===== config.mk =====
export PLATFORM = sky130hd
export DESIGN_NAME = linebuffer_window
export DESIGN_NICKNAME = d
export VERILOG_FILES = /design/src/rtl/lb_pkg.sv /design/src/rtl/lb_line_mem.sv /design/src/rtl/linebuffer_window.sv
export SDC_FILE = /design/constraint.sdc
export NUM_CORES = 2
export LEC_CHECK = 0
export CAP_MARGIN = 40
export CORE_ASPECT_RATIO = 0.8
export CORE_MARGIN = 4
export CORE_UTILIZATION = 30
export DETAILED_ROUTE_END_ITERATION = 10
export PLACE_DENSITY_LB_ADDON = 0.15
export SLEW_MARGIN = 40
export SYNTH_ARGS = -nofsm -noshare
export SYNTH_HDL_FRONTEND = slang
export SYNTH_SLANG_ARGS = --single-unit

===== constraint.sdc =====
create_clock -name clk -period 49.8 [get_ports clk]
set_clock_uncertainty 0.1 [all_clocks]
set_input_delay 4.98 -clock clk [delete_from_list [all_inputs] [get_ports clk]]
set_output_delay 4.98 -clock clk [all_outputs]
set_load 0.1 [all_outputs]

===== src/rtl/lb_pkg.sv =====
// ============================================================
// Package : lb_pkg
// Brief   : Shared geometry defaults and pixel type for the line-buffer window.
// Rev     : 1.0
// ============================================================
`default_nettype none

package lb_pkg;
    localparam int PIX_W = 7;
    localparam int K     = 9;
    localparam int IMG_W = 28;
    localparam int IMG_H = 28;
    localparam int WIN_N = K * K;
    localparam int COL_W = $clog2(IMG_W);
    localparam int ROW_W = $clog2(IMG_H);

    typedef logic [PIX_W-1:0] pix_t;
endpackage

`default_nettype wire


===== src/rtl/lb_line_mem.sv =====
// ============================================================
// Module : lb_line_mem
// Brief  : One image line of pixel storage; combinational read, write at same col.
// Rev    : 1.0
// ============================================================
`default_nettype none

module lb_line_mem #(
    parameter int PIX_W = lb_pkg::PIX_W,
    parameter int IMG_W = lb_pkg::IMG_W
) (
    input  logic                       clk,
    input  logic                       we,
    input  logic [$clog2(IMG_W)-1:0]   addr,
    input  logic [PIX_W-1:0]           wdata,
    output logic [PIX_W-1:0]           rdata
);
    import lb_pkg::*;

    logic [PIX_W-1:0] mem [IMG_W];

    // Read sees the old contents; the write lands at the clock edge.
    assign rdata = mem[addr];

    always_ff @(posedge clk) begin
        if (we) begin
            mem[addr] <= wdata;
        end
    end
endmodule

`default_nettype wire


===== src/rtl/linebuffer_window.sv =====
// ============================================================
// Module : linebuffer_window
// Brief  : KxK sliding window generator over a row-major pixel stream.
//          Define LINEBUFFER_WIN_COUNT_EN to add win_count / frame_done.
// Rev    : 1.0
// ============================================================
`default_nettype none

module linebuffer_window #(
    parameter int PIX_W = lb_pkg::PIX_W,
    parameter int K     = lb_pkg::K,
    parameter int IMG_W = lb_pkg::IMG_W,
    parameter int IMG_H = lb_pkg::IMG_H
) (
    input  logic                    clk,
    input  logic                    rst,
    input  logic                    in_valid,
    output logic                    in_ready,
    input  logic                    in_sof,
    input  logic [PIX_W-1:0]        in_pix,
    output logic                    win_valid,
    input  logic                    win_ready,
    output logic [K*K*PIX_W-1:0]    win_data
`ifdef LINEBUFFER_WIN_COUNT_EN
    ,
    output logic [15:0]             win_count,
    output logic                    frame_done
`endif
);
    import lb_pkg::*;

    localparam int CW = $clog2(IMG_W);
    localparam int RW = $clog2(IMG_H);

    logic [CW-1:0]    col, cur_col, nxt_col;
    logic [RW-1:0]    row, cur_row, nxt_row;
    logic             accept, consume, emit;
    logic [PIX_W-1:0] win     [K][K];
    logic [PIX_W-1:0] tap     [K];
    logic [PIX_W-1:0] line_rd [K-1];

    assign in_ready = !win_valid || win_ready;
    assign accept   = in_valid && in_ready;
    assign consume  = win_valid && win_ready;

    // in_sof overrides the counters so a resync pixel is always treated as (0,0).
    always_comb begin
        cur_col = in_sof ? '0 : col;
        cur_row = in_sof ? '0 : row;
        emit    = (cur_row >= RW'(K-1)) && (cur_col >= CW'(K-1));
        nxt_col = cur_col + 1'b1;
        nxt_row = cur_row;
        if (cur_col == CW'(IMG_W-1)) begin
            nxt_col = '0;
            nxt_row = (cur_row == RW'(IMG_H-1)) ? '0 : cur_row + 1'b1;
        end
    end

    // Line 0 holds the previous line; each accept pushes the column up one line.
    for (genvar j = 0; j < K-1; j++) begin : g_line
        if (j == 0) begin : g_head
            lb_line_mem #(.PIX_W(PIX_W), .IMG_W(IMG_W)) u_line (
                .clk   (clk),
                .we    (accept),
                .addr  (cur_col),
                .wdata (in_pix),
                .rdata (line_rd[j])
            );
        end else begin : g_tail
            lb_line_mem #(.PIX_W(PIX_W), .IMG_W(IMG_W)) u_line (
                .clk   (clk),
                .we    (accept),
                .addr  (cur_col),
                .wdata (line_rd[j-1]),
                .rdata (line_rd[j])
            );
        end
    end

    for (genvar r = 0; r < K-1; r++) begin : g_tap
        assign tap[r] = line_rd[K-2-r];
    end
    assign tap[K-1] = in_pix;

    always_ff @(posedge clk or posedge rst) begin
        if (rst) begin
            for (int r = 0; r < K; r++) begin
                for (int c = 0; c < K; c++) begin
                    win[r][c] <= '0;
                end
            end
        end else if (accept) begin
            for (int r = 0; r < K; r++) begin
                for (int c = 0; c < K-1; c++) begin
                    win[r][c] <= win[r][c+1];
                end
                win[r][K-1] <= tap[r];
            end
        end
    end

    for (genvar r = 0; r < K; r++) begin : g_out_row
        for (genvar c = 0; c < K; c++) begin : g_out_col
            assign win_data[(r*K+c)*PIX_W +: PIX_W] = win[r][c];
        end
    end

    always_ff @(posedge clk or posedge rst) begin
        if (rst) begin
            col       <= '0;
            row       <= '0;
            win_valid <= 1'b0;
        end else begin
            if (accept) begin
                col       <= nxt_col;
                row       <= nxt_row;
                win_valid <= emit;
            end else if (consume) begin
                win_valid <= 1'b0;
            end
        end
    end

`ifdef LINEBUFFER_WIN_COUNT_EN
    logic win_last;

    always_ff @(posedge clk or posedge rst) begin
        if (rst) begin
            win_last   <= 1'b0;
            win_count  <= '0;
            frame_done <= 1'b0;
        end else begin
            if (accept) begin
                win_last <= emit && (cur_row == RW'(IMG_H-1)) && (cur_col == CW'(IMG_W-1));
            end
            if (accept && in_sof) begin
                win_count <= '0;
            end else if (consume) begin
                win_count <= win_count + 1'b1;
            end
            frame_done <= consume && win_last;
        end
    end
`endif
endmodule

`default_nettype wire

# Word-level counts from Yosys, hierarchy flattened
# Memory sizes are Yosys's and may differ from the RTL's. A register that Yosys moved wholly into a read port is not among the register bits.
# Cells that the tools add are included.
# op_classes
n_addsub,2
multipliers,0
n_div,0
magnitude_cmp,2
eq_ne,2
shifts,0
n_mux,9
bitwise_logic,0
n_reduce_logical,6
# op_table
operator,n
5-bit 2-to-1 mux,5
5-bit by 1-bit adder with 5-bit output (second input constant),2
5-bit equality test (second input constant),2
5-bit by 4-bit >= comparator with 1-bit output (second input constant),2
1-bit 2-to-1 mux,4
1-bit logical AND,3
2-bit nonzero test,1
1-bit zero test,1
1-bit logical OR,1
# word_totals
register_bits,571
latch_bits,0
ramBits,1568
romBits,0
inputBits,12
out_inout_bits,569
elab_cells,112
n_memories,8
# mem_list
memory,words,word_bits,read_ports,rd_clocked_by_memory_dff,write_ports,line,rtl
g_line[0].g_head.u_line.mem,28,7,1,0,1,lb_line_mem.sv:20,logic [PIX_W-1:0] mem [IMG_W];
g_line[1].g_tail.u_line.mem,28,7,1,0,1,lb_line_mem.sv:20,
g_line[2].g_tail.u_line.mem,28,7,1,0,1,lb_line_mem.sv:20,
g_line[3].g_tail.u_line.mem,28,7,1,0,1,lb_line_mem.sv:20,
g_line[4].g_tail.u_line.mem,28,7,1,0,1,lb_line_mem.sv:20,
g_line[5].g_tail.u_line.mem,28,7,1,0,1,lb_line_mem.sv:20,
+2 memories,--,--,--,--,--,--,

# Depth between registers and ports, before layout
# logic_depth
word_depth,5
depth_mapped,9
ltp_nobuf,6

# Hierarchy
# A second synthesis with hierarchy kept.
# hier_totals
cells_unflattened,5728
hier_area_um2,84167.0
# modules_own_cells
mod,instances,cells_each,area_per_inst_um2,seq_area_each_um2
lb_line_mem,8,407,7778.7,5885.6
linebuffer_window,1,2472,21937.3,14463.9

# Worst setup path before layout
# OpenSTA, ideal clock, no wires.
# synth_timing
path_type,input-to-output
from,in win_ready
to,out in_ready
t_arrival_ns,5.771
required_time_ns,44.720
path_slack_ns,38.949
path_stages,1
n_path_buf,0
path_cell_list,nand2b_1
# synth_via
elab_chain_len,1
# synth_lines
item,line,rtl
start: declaration,linebuffer_window.sv:22,"input logic win_ready,"
1-bit logical OR,linebuffer_window.sv:42,assign in_ready = !win_valid || win_ready;
end: declaration,linebuffer_window.sv:18,"output logic in_ready,"
# No other way between the ends.

# Final worst setup path
# Ends and elaborated chain as after synthesis.

==> impl_summary.log <==
INFO  metric status = finished clean
INFO  metric finalNetCount = 6419
INFO  metric p_leak = 38.1 nW
INFO  metric cp_num_cells = 3
INFO  metric post_synth_inst_count = 5814
INFO  metric ys_ff_latch = 2146
INFO  metric tritoncts = yes
INFO  metric post_synth.cell_area_avg = 14.3 um^2
INFO  metric setup-violations-final = 0
INFO  metric hold_class = flip-flop to flip-flop
INFO  metric grt.total_usage = 19.8%
INFO  metric cts_buffer_depth = 4
INFO  metric drt_iter0_drc = 4865
INFO  metric synthMostInstantiatedCell = sky130_fd_sc_hd__nand2_1
INFO  metric critPathRequiredTime = 44.72 ns
INFO  metric worst_slew_pin_slew = 0.891 ns
INFO  metric stdcell_count = 10257
INFO  metric synth_common_cells = sky130_fd_sc_hd__nand2_1 (1689), sky130_fd_sc_hd__edfxtp_1 (1568), sky130_fd_sc_hd__dfrtp_1 (578)
INFO  metric r2r_cells = 9
INFO  metric critical_path.cell_chain = clkdlybuf4s50_1, nand2b_1, buf_2
INFO  metric cts_max_level = 4
INFO  metric die_area = 285000 um^2
INFO  metric drc_violation_count_after_routing = 0
INFO  metric maximum_number_of_pins_on_one_net_before_global_route_repair = 174
INFO  metric max-cap-violations = 0
INFO  metric timing.slew.headroom = 40.6%
INFO  metric cpMaxStageDelayCell = sky130_fd_sc_hd__buf_2
INFO  metric timing_max_transition_violations_final = 0
INFO  metric initial_core_utilization = 30.2%
INFO  metric io_pins = 581
INFO  metric die_height = 478 um
INFO  metric detail_route.wl_per_cell = 28.4 um
INFO  metric synth_top_cell_by_area = sky130_fd_sc_hd__edfxtp_1
INFO  metric cts.repair.resized = 0
INFO  metric timing.hold.ws = 0.369 ns
INFO  metric path_max_fanout = 4
INFO  metric post-cts-setup-buffer-count = 0
INFO  metric rows = 172
INFO  metric startpoint_type = input port
INFO  metric drive_gt1_share = 20.9%
INFO  metric cts_made_buffers = 233
INFO  metric synth_area_leaders = sky130_fd_sc_hd__edfxtp_1 (57%), sky130_fd_sc_hd__dfrtp_1 (17%), sky130_fd_sc_hd__nand2_1 (7.6%), sky130_fd_sc_hd__mux2i_1 (2.4%), sky130_fd_sc_hd__mux4_2 (2.1%)
INFO  metric quantity_of_hold_fixing_buffers_added_after_cts = 0
INFO  metric drt_wl_total = 292 mm
INFO  metric synth.cell_area = 82900 um^2
INFO  metric grt_setup_unrepaired = no
INFO  metric root_buffer = sky130_fd_sc_hd__clkbuf_16
INFO  metric die_x = 596 um
INFO  metric yosys_warnings = 0
INFO  metric setup_slack = 38.48 ns
INFO  metric place_ws = 38.46 ns
INFO  metric timing_hold_violations_final = 0
INFO  metric asyncSetResetFlopFracSynth = 26.9%
INFO  metric port-buffer-count = 580
INFO  metric critPathKind = input port to output pin
INFO  metric clk_pin_slew_worst_paths = 0.06 ns
INFO  metric cpLargestDelayFamily = buffers and inverters
INFO  metric power_per_cell_area = 51.7 nW/um^2
INFO  metric area_growth_syn_to_layout = 18.5%
INFO  metric numPlacedInstances = 9820
INFO  metric via_per_inst = 5.09
INFO  metric data_arrival_at_the_endpoint_of_the_critical_path = 6.24 ns
INFO  metric irDropWorstVdd = 0.0313 mV
INFO  metric final_period_minus_worst_setup_slack = 11.32 ns
INFO  metric place_hpwl = 171 mm
INFO  metric timing.critical_path.slowest_cell_delay = 0.53 ns
INFO  metric timing.fmax = 0.0883 GHz
INFO  metric global_route_wire_length_before_repair = 408 mm
INFO  metric antenna_left = 0
INFO  metric fillCellCount = 26585
INFO  metric yosys.area.top_type_share = 56.8%
INFO  metric setup_total_negative_slack = 0 ns
INFO  metric core = 275000 um^2
INFO  metric layout_worst_path_cycle_share = 22.7%
INFO  metric place.gp.congestion = 0.782
INFO  metric clkLatencyLatePin = 0.92 ns
INFO  metric vias_in_the_first_global_route = 50371
INFO  metric yosys_most_used_dff = sky130_fd_sc_hd__edfxtp_1
INFO  metric critical_path.endpoint_type = output pin
INFO  metric vias = 52161
INFO  metric synth-edff-count = 1568
INFO  metric antenna_found_initial = 10
INFO  metric min_path_cells = 2
INFO  metric ys_types = 64
INFO  metric global_route.overflow_total = 0
INFO  metric yosysSeqAreaShare = 74.2%
INFO  metric critPathBufInv = 2
INFO  metric cts.sinks = 2146
INFO  metric synth_nets = 5828
INFO  metric dr.pass1.iters = 5
-- cell usage in the layout, fill, tap and decap left out, types with 12 or more instances in the layout --
cell type,instances
sky130_fd_sc_hd__dfrtp_1,574
sky130_fd_sc_hd__a31oi_1,77
sky130_fd_sc_hd__a211oi_1,171
sky130_fd_sc_hd__nor2_1,95
sky130_fd_sc_hd__clkinv_2,39
sky130_fd_sc_hd__o211ai_1,58
sky130_fd_sc_hd__edfxtp_1,1568
sky130_fd_sc_hd__a221oi_1,121
sky130_fd_sc_hd__clkinv_1,37
sky130_fd_sc_hd__o21ai_0,143
sky130_fd_sc_hd__a2111oi_0,12
sky130_fd_sc_hd__a21oi_1,127
sky130_fd_sc_hd__nand2_1,1655
sky130_fd_sc_hd__a22oi_1,81
sky130_fd_sc_hd__buf_2,558
sky130_fd_sc_hd__nor2b_1,52
sky130_fd_sc_hd__nand2_2,33
sky130_fd_sc_hd__buf_4,112
sky130_fd_sc_hd__clkbuf_1,69
sky130_fd_sc_hd__clkbuf_16,234
sky130_fd_sc_hd__nor2_4,28
sky130_fd_sc_hd__mux2i_1,202
sky130_fd_sc_hd__nand3_2,12
sky130_fd_sc_hd__clkbuf_8,28
sky130_fd_sc_hd__mux2_2,103
sky130_fd_sc_hd__buf_8,12
sky130_fd_sc_hd__mux4_2,76
sky130_fd_sc_hd__nor4b_2,28
sky130_fd_sc_hd__nor3b_1,38
sky130_fd_sc_hd__buf_6,34
sky130_fd_sc_hd__a221o_1,54
-- final timing paths --
path | start | end | slack, ns
setup / recovery | win_ready | in_ready | 38.48
hold reg to reg | win_data[443] | win_data[443] | 0.37
max in group asynchronous | rst | win_data[544] | 42.41
setup reg to reg | col[1] | g_line[4].g_tail.u_line.mem[8][4] | 44.45
min in group asynchronous | rst | win_data[68] | 4.51
hold / removal | win_data[443] | win_data[443] | 0.37
-- final cells by class --
cell class | count | area [um^2] | share of cell area (%)
flip-flops and latches | 2146 | 61600 | 62.7
multi-input cells | 3274 | 20000 | 20.4
clock buffers | 330 | 6490 | 6.61
repair buffers | 742 | 4730 | 4.81
well taps | 3654 | 4570 | 4.66
clock inverters | 98 | 791 | 0.805
inverters | 8 | 55.1 | 0.0561
diodes | 5 | 12.5 | 0.0127
-- worst register-to-register path, cell delays in order, from the launching register on --
cell and delay, ns:
sky130_fd_sc_hd__dfrtp_4 0.72, sky130_fd_sc_hd__buf_4 0.39, sky130_fd_sc_hd__buf_12 0.31, sky130_fd_sc_hd__buf_4 0.57, sky130_fd_sc_hd__buf_4 0.70, sky130_fd_sc_hd__buf_4 0.61
sky130_fd_sc_hd__mux4_2 0.58, sky130_fd_sc_hd__o21ai_0 0.26, sky130_fd_sc_hd__o22a_1 0.25, sky130_fd_sc_hd__nand2_2 0.37
-- metal layers --
metal  vias to the layer above  part of all wire [%]  track usage [%]
li1                      22688                     -                -
met1                     27462                    47             29.4
met2                      1678                    45             30.5
met3                       333                   6.3             3.45
met4                         0                   1.8             3.68
met5                         -                     0                0
-- cell families after synthesis --
logic type / after synthesis / synth area share [%]
AOI/OAI and AO/OA: 902 / 7.67
xor gates and xnor gates: 1 / 0.0106
adders and majority gates: 2 / 0.0302
buffers and inverters: 394 / 2.20
DFF: 2146 / 74.2
muxes: 381 / 5.90
and+or+nand+nor: 1988 / 9.94
-- sequential cells by signal, indices dropped and copies added, names as in the netlist --
register and count:
g_line.g_tail.u_line.mem 1372, g_line.g_head.u_line.mem 196, col 5, win_valid 1
win_data 567, row 5
-- where the power goes --
part           switching, mW  leakage [nW]  internal, mW  total, mW
Sequential             0.105          21.5          2.10       2.21
Clock                  0.717          3.57         0.954       1.67
Combinational           1.01          13.0         0.183       1.20
-- per-stage QoR --
| stage | utilization [%] | instance area, um^2 | power [mW] |
|---|---|---|---|
| 2_1_floorplan | - | 82900 | 3.10 |
| 5_1_grt | 35.7 | 98200 | 5.26 |
| 3_5_place_dp | 33.0 | 90800 | 3.45 |
| 3_3_place_gp | 33.8 | 92900 | 3.51 |
| 6_report | 35.7 | 98200 | 5.07 |
| 4_1_cts | 35.7 | 98000 | 5.13 |
Power figures use the tool's default switching activity.
